`src/rtl/g_macro_pkg.sv`:
```
// Shared constants and state encoding for the dual-channel debouncer.
package g_macro_pkg;

  // Default number of synchronizer flops per channel (legal 2..4).
  localparam int G_SYNC_STAGES_DEF = 2;
  // Default number of consecutive stable synced cycles before the output moves.
  localparam int G_DB_COUNT_DEF    = 50000;
  // Default debounce counter width.
  localparam int G_CNT_W_DEF       = 16;

  // Per-channel debounce states. The msb doubles as "debounced level is low".
  typedef enum logic [1:0] {
    STABLE_HI = 2'b00,
    CHK_LO    = 2'b01,
    STABLE_LO = 2'b10,
    CHK_HI    = 2'b11
  } dbnc_state_t;

endpackage : g_macro_pkg

```
`src/rtl/g_dbnc1.sv`:
```
// Single debounce channel: synchronizer, four-state debounce FSM with a
// saturating-by-construction stability counter, and registered edge pulses.
module g_dbnc1
  import g_macro_pkg::*;
#(
  parameter int SYNC_STAGES = G_SYNC_STAGES_DEF,
  parameter int DB_COUNT    = G_DB_COUNT_DEF,
  parameter int CNT_W       = G_CNT_W_DEF
) (
  input  logic clk,
  input  logic rst,      // synchronous, active-high
  input  logic raw_n,    // raw active-low input, asynchronous to clk
  output logic q_n,      // debounced active-low level
  output logic fall,     // one-cycle pulse on q_n 1->0
  output logic rise,     // one-cycle pulse on q_n 0->1
  output logic [CNT_W-1:0] cnt
);

  // The counter value at which the next stable cycle completes the debounce:
  // the cycle that enters CHK already counts as stable cycle number one.
  localparam logic [CNT_W-1:0] DB_LAST = CNT_W'(DB_COUNT - 1);
  localparam logic [CNT_W-1:0] CNT_ONE = CNT_W'(1);

  logic [SYNC_STAGES-1:0] sync;
  logic                   synced;
  dbnc_state_t            state;

  assign synced = sync[SYNC_STAGES-1];

  // Synchronizer chain; reset to the released (high) level so no spurious
  // assert is seen while the chain refills after reset.
  always_ff @(posedge clk) begin
    // NOTE: sequential state uses non-blocking assignments so every flop
    // samples the pre-edge value of its neighbour, giving a true shift chain.
    if (rst) sync <= '1;
    else     sync <= {sync[SYNC_STAGES-2:0], raw_n};
  end

  // Debounce FSM with registered level and pulse outputs.
  always_ff @(posedge clk) begin
    if (rst) begin
      state <= STABLE_HI;
      cnt   <= '0;
      q_n   <= 1'b1;
      fall  <= 1'b0;
      rise  <= 1'b0;
    end else begin
      // NOTE: pulses default low every cycle and are only raised on the
      // transition edge, which guarantees a single-cycle width.
      fall <= 1'b0;
      rise <= 1'b0;
      unique case (state)
        STABLE_HI: begin
          if (!synced) begin
            if (DB_COUNT == 1) begin
              state <= STABLE_LO;
              cnt   <= '0;
              q_n   <= 1'b0;
              fall  <= 1'b1;
            end else begin
              state <= CHK_LO;
              cnt   <= CNT_ONE;
            end
          end else begin
            cnt <= '0;
          end
        end
        CHK_LO: begin
          if (synced) begin
            state <= STABLE_HI;
            cnt   <= '0;
          end else if (cnt == DB_LAST) begin
            state <= STABLE_LO;
            cnt   <= '0;
            q_n   <= 1'b0;
            fall  <= 1'b1;
          end else begin
            cnt <= cnt + CNT_ONE;
          end
        end
        STABLE_LO: begin
          if (synced) begin
            if (DB_COUNT == 1) begin
              state <= STABLE_HI;
              cnt   <= '0;
              q_n   <= 1'b1;
              rise  <= 1'b1;
            end else begin
              state <= CHK_HI;
              cnt   <= CNT_ONE;
            end
          end else begin
            cnt <= '0;
          end
        end
        CHK_HI: begin
          if (!synced) begin
            state <= STABLE_LO;
            cnt   <= '0;
          end else if (cnt == DB_LAST) begin
            state <= STABLE_HI;
            cnt   <= '0;
            q_n   <= 1'b1;
            rise  <= 1'b1;
          end else begin
            cnt <= cnt + CNT_ONE;
          end
        end
      endcase
    end
  end

endmodule : g_dbnc1

```
`src/rtl/g_2dbnc.sv`:
```
// Dual-channel debouncer: two independent g_dbnc1 channels, no shared logic.
module g_2dbnc
  import g_macro_pkg::*;
#(
  parameter int SYNC_STAGES = G_SYNC_STAGES_DEF,
  parameter int DB_COUNT    = G_DB_COUNT_DEF,
  parameter int CNT_W       = G_CNT_W_DEF
) (
  input  logic CK,
  input  logic CD,
  input  logic RAN,
  input  logic RBN,
  output logic QAN,
  output logic QBN,
  output logic FALLA,
  output logic FALLB,
  output logic RISEA,
  output logic RISEB
);

  logic [CNT_W-1:0] cnt_a;
  logic [CNT_W-1:0] cnt_b;

  g_dbnc1 #(
    .SYNC_STAGES (SYNC_STAGES),
    .DB_COUNT    (DB_COUNT),
    .CNT_W       (CNT_W)
  ) u_ch_a (
    .clk   (CK),
    .rst   (CD),
    .raw_n (RAN),
    .q_n   (QAN),
    .fall  (FALLA),
    .rise  (RISEA),
    .cnt   (cnt_a)
  );

  g_dbnc1 #(
    .SYNC_STAGES (SYNC_STAGES),
    .DB_COUNT    (DB_COUNT),
    .CNT_W       (CNT_W)
  ) u_ch_b (
    .clk   (CK),
    .rst   (CD),
    .raw_n (RBN),
    .q_n   (QBN),
    .fall  (FALLB),
    .rise  (RISEB),
    .cnt   (cnt_b)
  );

endmodule : g_2dbnc

```
`config.mk`:
```
export PLATFORM = sky130hd
export DESIGN_NAME = g_2dbnc
export DESIGN_NICKNAME = d
export VERILOG_FILES = /design/src/rtl/g_macro_pkg.sv /design/src/rtl/g_dbnc1.sv /design/src/rtl/g_2dbnc.sv
export SDC_FILE = /design/constraint.sdc
export NUM_CORES = 1
export LEC_CHECK = 0
export ABC_AREA = 1
export CAP_MARGIN = 5
export CORE_MARGIN = 3
export CORE_UTILIZATION = 40
export CTS_CLUSTER_SIZE = 30
export DETAILED_ROUTE_END_ITERATION = 8
export GPL_ROUTABILITY_DRIVEN = 0
export GPL_TIMING_DRIVEN = 0
export HOLD_SLACK_MARGIN = 0.12
export PLACE_DENSITY = 0.59
export REMOVE_ABC_BUFFERS = 1
export SKIP_LAST_GASP = 1
export SYNTH_ARGS = -nofsm -noshare
export SYNTH_HDL_FRONTEND = slang
export SYNTH_SLANG_ARGS = --single-unit
```
`constraint.sdc`:
```
create_clock -name CK -period 1.9 [get_ports CK]
set_input_delay 0.38 -clock CK [delete_from_list [all_inputs] [get_ports CK]]
set_output_delay 0.38 -clock CK [all_outputs]
set_load 0.005 [all_outputs]
```
==> qor.yml <==
status:
  status: "completed"
timing:
  finClkSkew_ps: 11.6
  rsz0062_at_grt: "no"
  finalHoldViolCount: 0
  fin_ws_ps: 214
  period_share_pct: 88.7
  report.final.slew_viol_count: 0
  max_freq_mhz: 593
  finalCriticalPeriod_ps: 1690
  timing.slew.headroom_pct: 72.7
  hold_ws_ps: 417
  setup_viol: 0
  tightestPinTransition_ps: 408
critical_path:
  cp.required_ps: 2120
  worstSetupPathType: "input pin to flop"
  critical_path.max_fanout: 15
  start_kind: "input pin"
  worstPathArrival_ps: 1910
  endpoint_kind: "flop"
clock_network:
  root_buffer: "clkbuf_8"
  path_clk_slew_ps: 100
  numCtsBuffers: 5
  ctsResizeCount: 0
  cts_hold_buf: 0
  htree_levels: 2
  clkLatencyLatePin_ps: 310
  clockBufferDepth: 2
  clock_sinks: 46
  cts_tree: "done"
  cts_setup_buffers: 0
routing:
  first_iter_violations: 84
  drtAntennaViolNets: 0
  drt-total-wl_mm: 4.15
  drc: 0
  wl_per_cell_um: 10.2
  vias: 1857
  viasPerCell: 4.59
  dr.pass1.iters: 4
floorplanning:
  die-area_mm2: 0.00680
  die_width_um: 82.5
  die_height_um: 82.5
  start_util_pct: 42.0
  core_area_mm2: 0.00557
  num_rows: 27
  io_pins: 10
final_layout:
  antenna_cells: 0
  mostFrequentLayoutCells: "64 x nand2_1, 55 x nor2_1, 46 x dfxtp_1, 40 x inv_1"
  mostFrequentLayoutCell: "nand2_1"
  final_cell_count_no_fill: 405
  final_util_pct: 46.4
  final_nets: 338
  areaGrowthSynthToFinish_pct: 10.6
  num-fill-cells: 593
  drive_above_1_share_pct: 16.5
placed_design:
  dpl.hpwl_mm: 3.11
  portBuffers: 9
  dp_slack_ps: -165
  place_inst: 397
synth:
  syn_avg_cell_area_um2: 7.33
  ys_types: 26
  synth-adder-area-share_pct: 1.07
  synthXorXnorAreaFrac_pct: 5.24
  synth_compound_area_share_pct: 2.51
  muxShareOfSynthArea_pct: 0
  syn_area_mm2: 0.00234
  synth-seq-cells: 46
  syn_inst: 319
  synth_top_family_by_area: "simple AND/OR/NAND/NOR gates"
  synth-simple-area-share_pct: 44.1
  yosysWarnings: 0
  seq_area_frac_synth_pct: 39.4
job:
  cap_violations: 0
pwr:
  powerDensity_mw_per_mm2: 636
  power.total_uw: 1650
  leakage_uw: 0.000900
  ir_drop_mv: 0.335
worst_hold_path:
  hold_class: "flop to flop"
global_routing:
  antenna_found_initial: 0
  grt_usage_pct: 14.0
  gr-total-overflow: 0
  grt_start_max_net_pins: 18
  grt_pass1_vias: 1709
  grt_pass1_wl_mm: 7.31
==> metrics by stage <==
stage,TNS [ps],area [um2]
2_1_floorplan,0,2310
3_3_place_gp,-1560,2490
3_5_place_dp,-1470,2490
4_1_cts,0,2590
5_1_grt,0,2590
6_report,0,2590
==> cell usage after synthesis, drive strengths merged <==
master | instances | area, um2
nand2 | 68 | 265
nand3b | 1 | 7.51
dfxtp | 46 | 921
ha | 2 | 25.0
nand3 | 28 | 180
inv | 41 | 154
nor3 | 14 | 115
nor2 | 83 | 407
o21ai | 2 | 10.0
buf | 2 | 22.5
clkbuf | 1 | 3.75
o21bai | 2 | 15.0
a21oi | 6 | 33.8
xor2 | 11 | 96.3
or2 | 4 | 25.0
xnor2 | 3 | 26.3
and2 | 1 | 6.26
nand4 | 4 | 25.0
==> sequential cells by signal, indices dropped and copies added, names as in the netlist, 2 cells and up, named ones only <==
signal and cells:
u_ch_a.cnt 16, u_ch_b.cnt 16, u_ch_b.sync 2, u_ch_a.sync 2
==> logic make-up after synthesis <==
group           after synthesis
compound gates               10
simple gates                203
xor+xnor                     14
flops                        46
fa+ha+maj                     2
buf+inv                      44
==> worst paths after layout <==
check / startpoint / endpoint / slack (ps) / cells past startpoint
worst max-delay path: CD / u_ch_a.cnt[11]$_SDFF_PP0_ / 210 / 4
worst min-delay path: u_ch_b.sync[0]$_SDFF_PP1_ / u_ch_b.sync[1]$_SDFF_PP1_ / 420 / 1
worst max register to register: u_ch_a.cnt[0]$_SDFF_PP0_ / u_ch_a.cnt[7]$_SDFF_PP0_ / 340 / 6
worst min register to register: u_ch_b.sync[0]$_SDFF_PP1_ / u_ch_b.sync[1]$_SDFF_PP1_ / 420 / 1
==> report_power, final <==
group	internal (uW)	switching, uW
logic	12.0	14.5
clock network	274	370
registers	970	4.63
total	1260	389
==> layer usage <==
metal / GRT usage, % / vias up / part of all wire (%)
met5: 0 / - / 0
met4: 6.48 / 0 / 1.8
met3: 3.58 / 8 / 3.4
met2: 21.9 / 23 / 44
met1: 17.9 / 813 / 51
li1: - / 1013 / -
==> final cells by class <==
cell class	count	area [um2]	share of cell area [%]
Timing Repair Buffer	9	90.1	3.48
Inverter	41	154	5.95
Multi-Input combinational cell	229	1240	47.8
Clock inverter	3	26.3	1.02
Sequential cell	46	921	35.6
Tap cell	72	90.1	3.48
Clock buffer	5	68.8	2.66
==> critical path: stages <==
cell and delay, ps:
clkdlybuf4s50_1 610, a21oi_1 300, nand3_2 370, nor3_1 240
No activity file was read; power rests on OpenSTA's default activity.
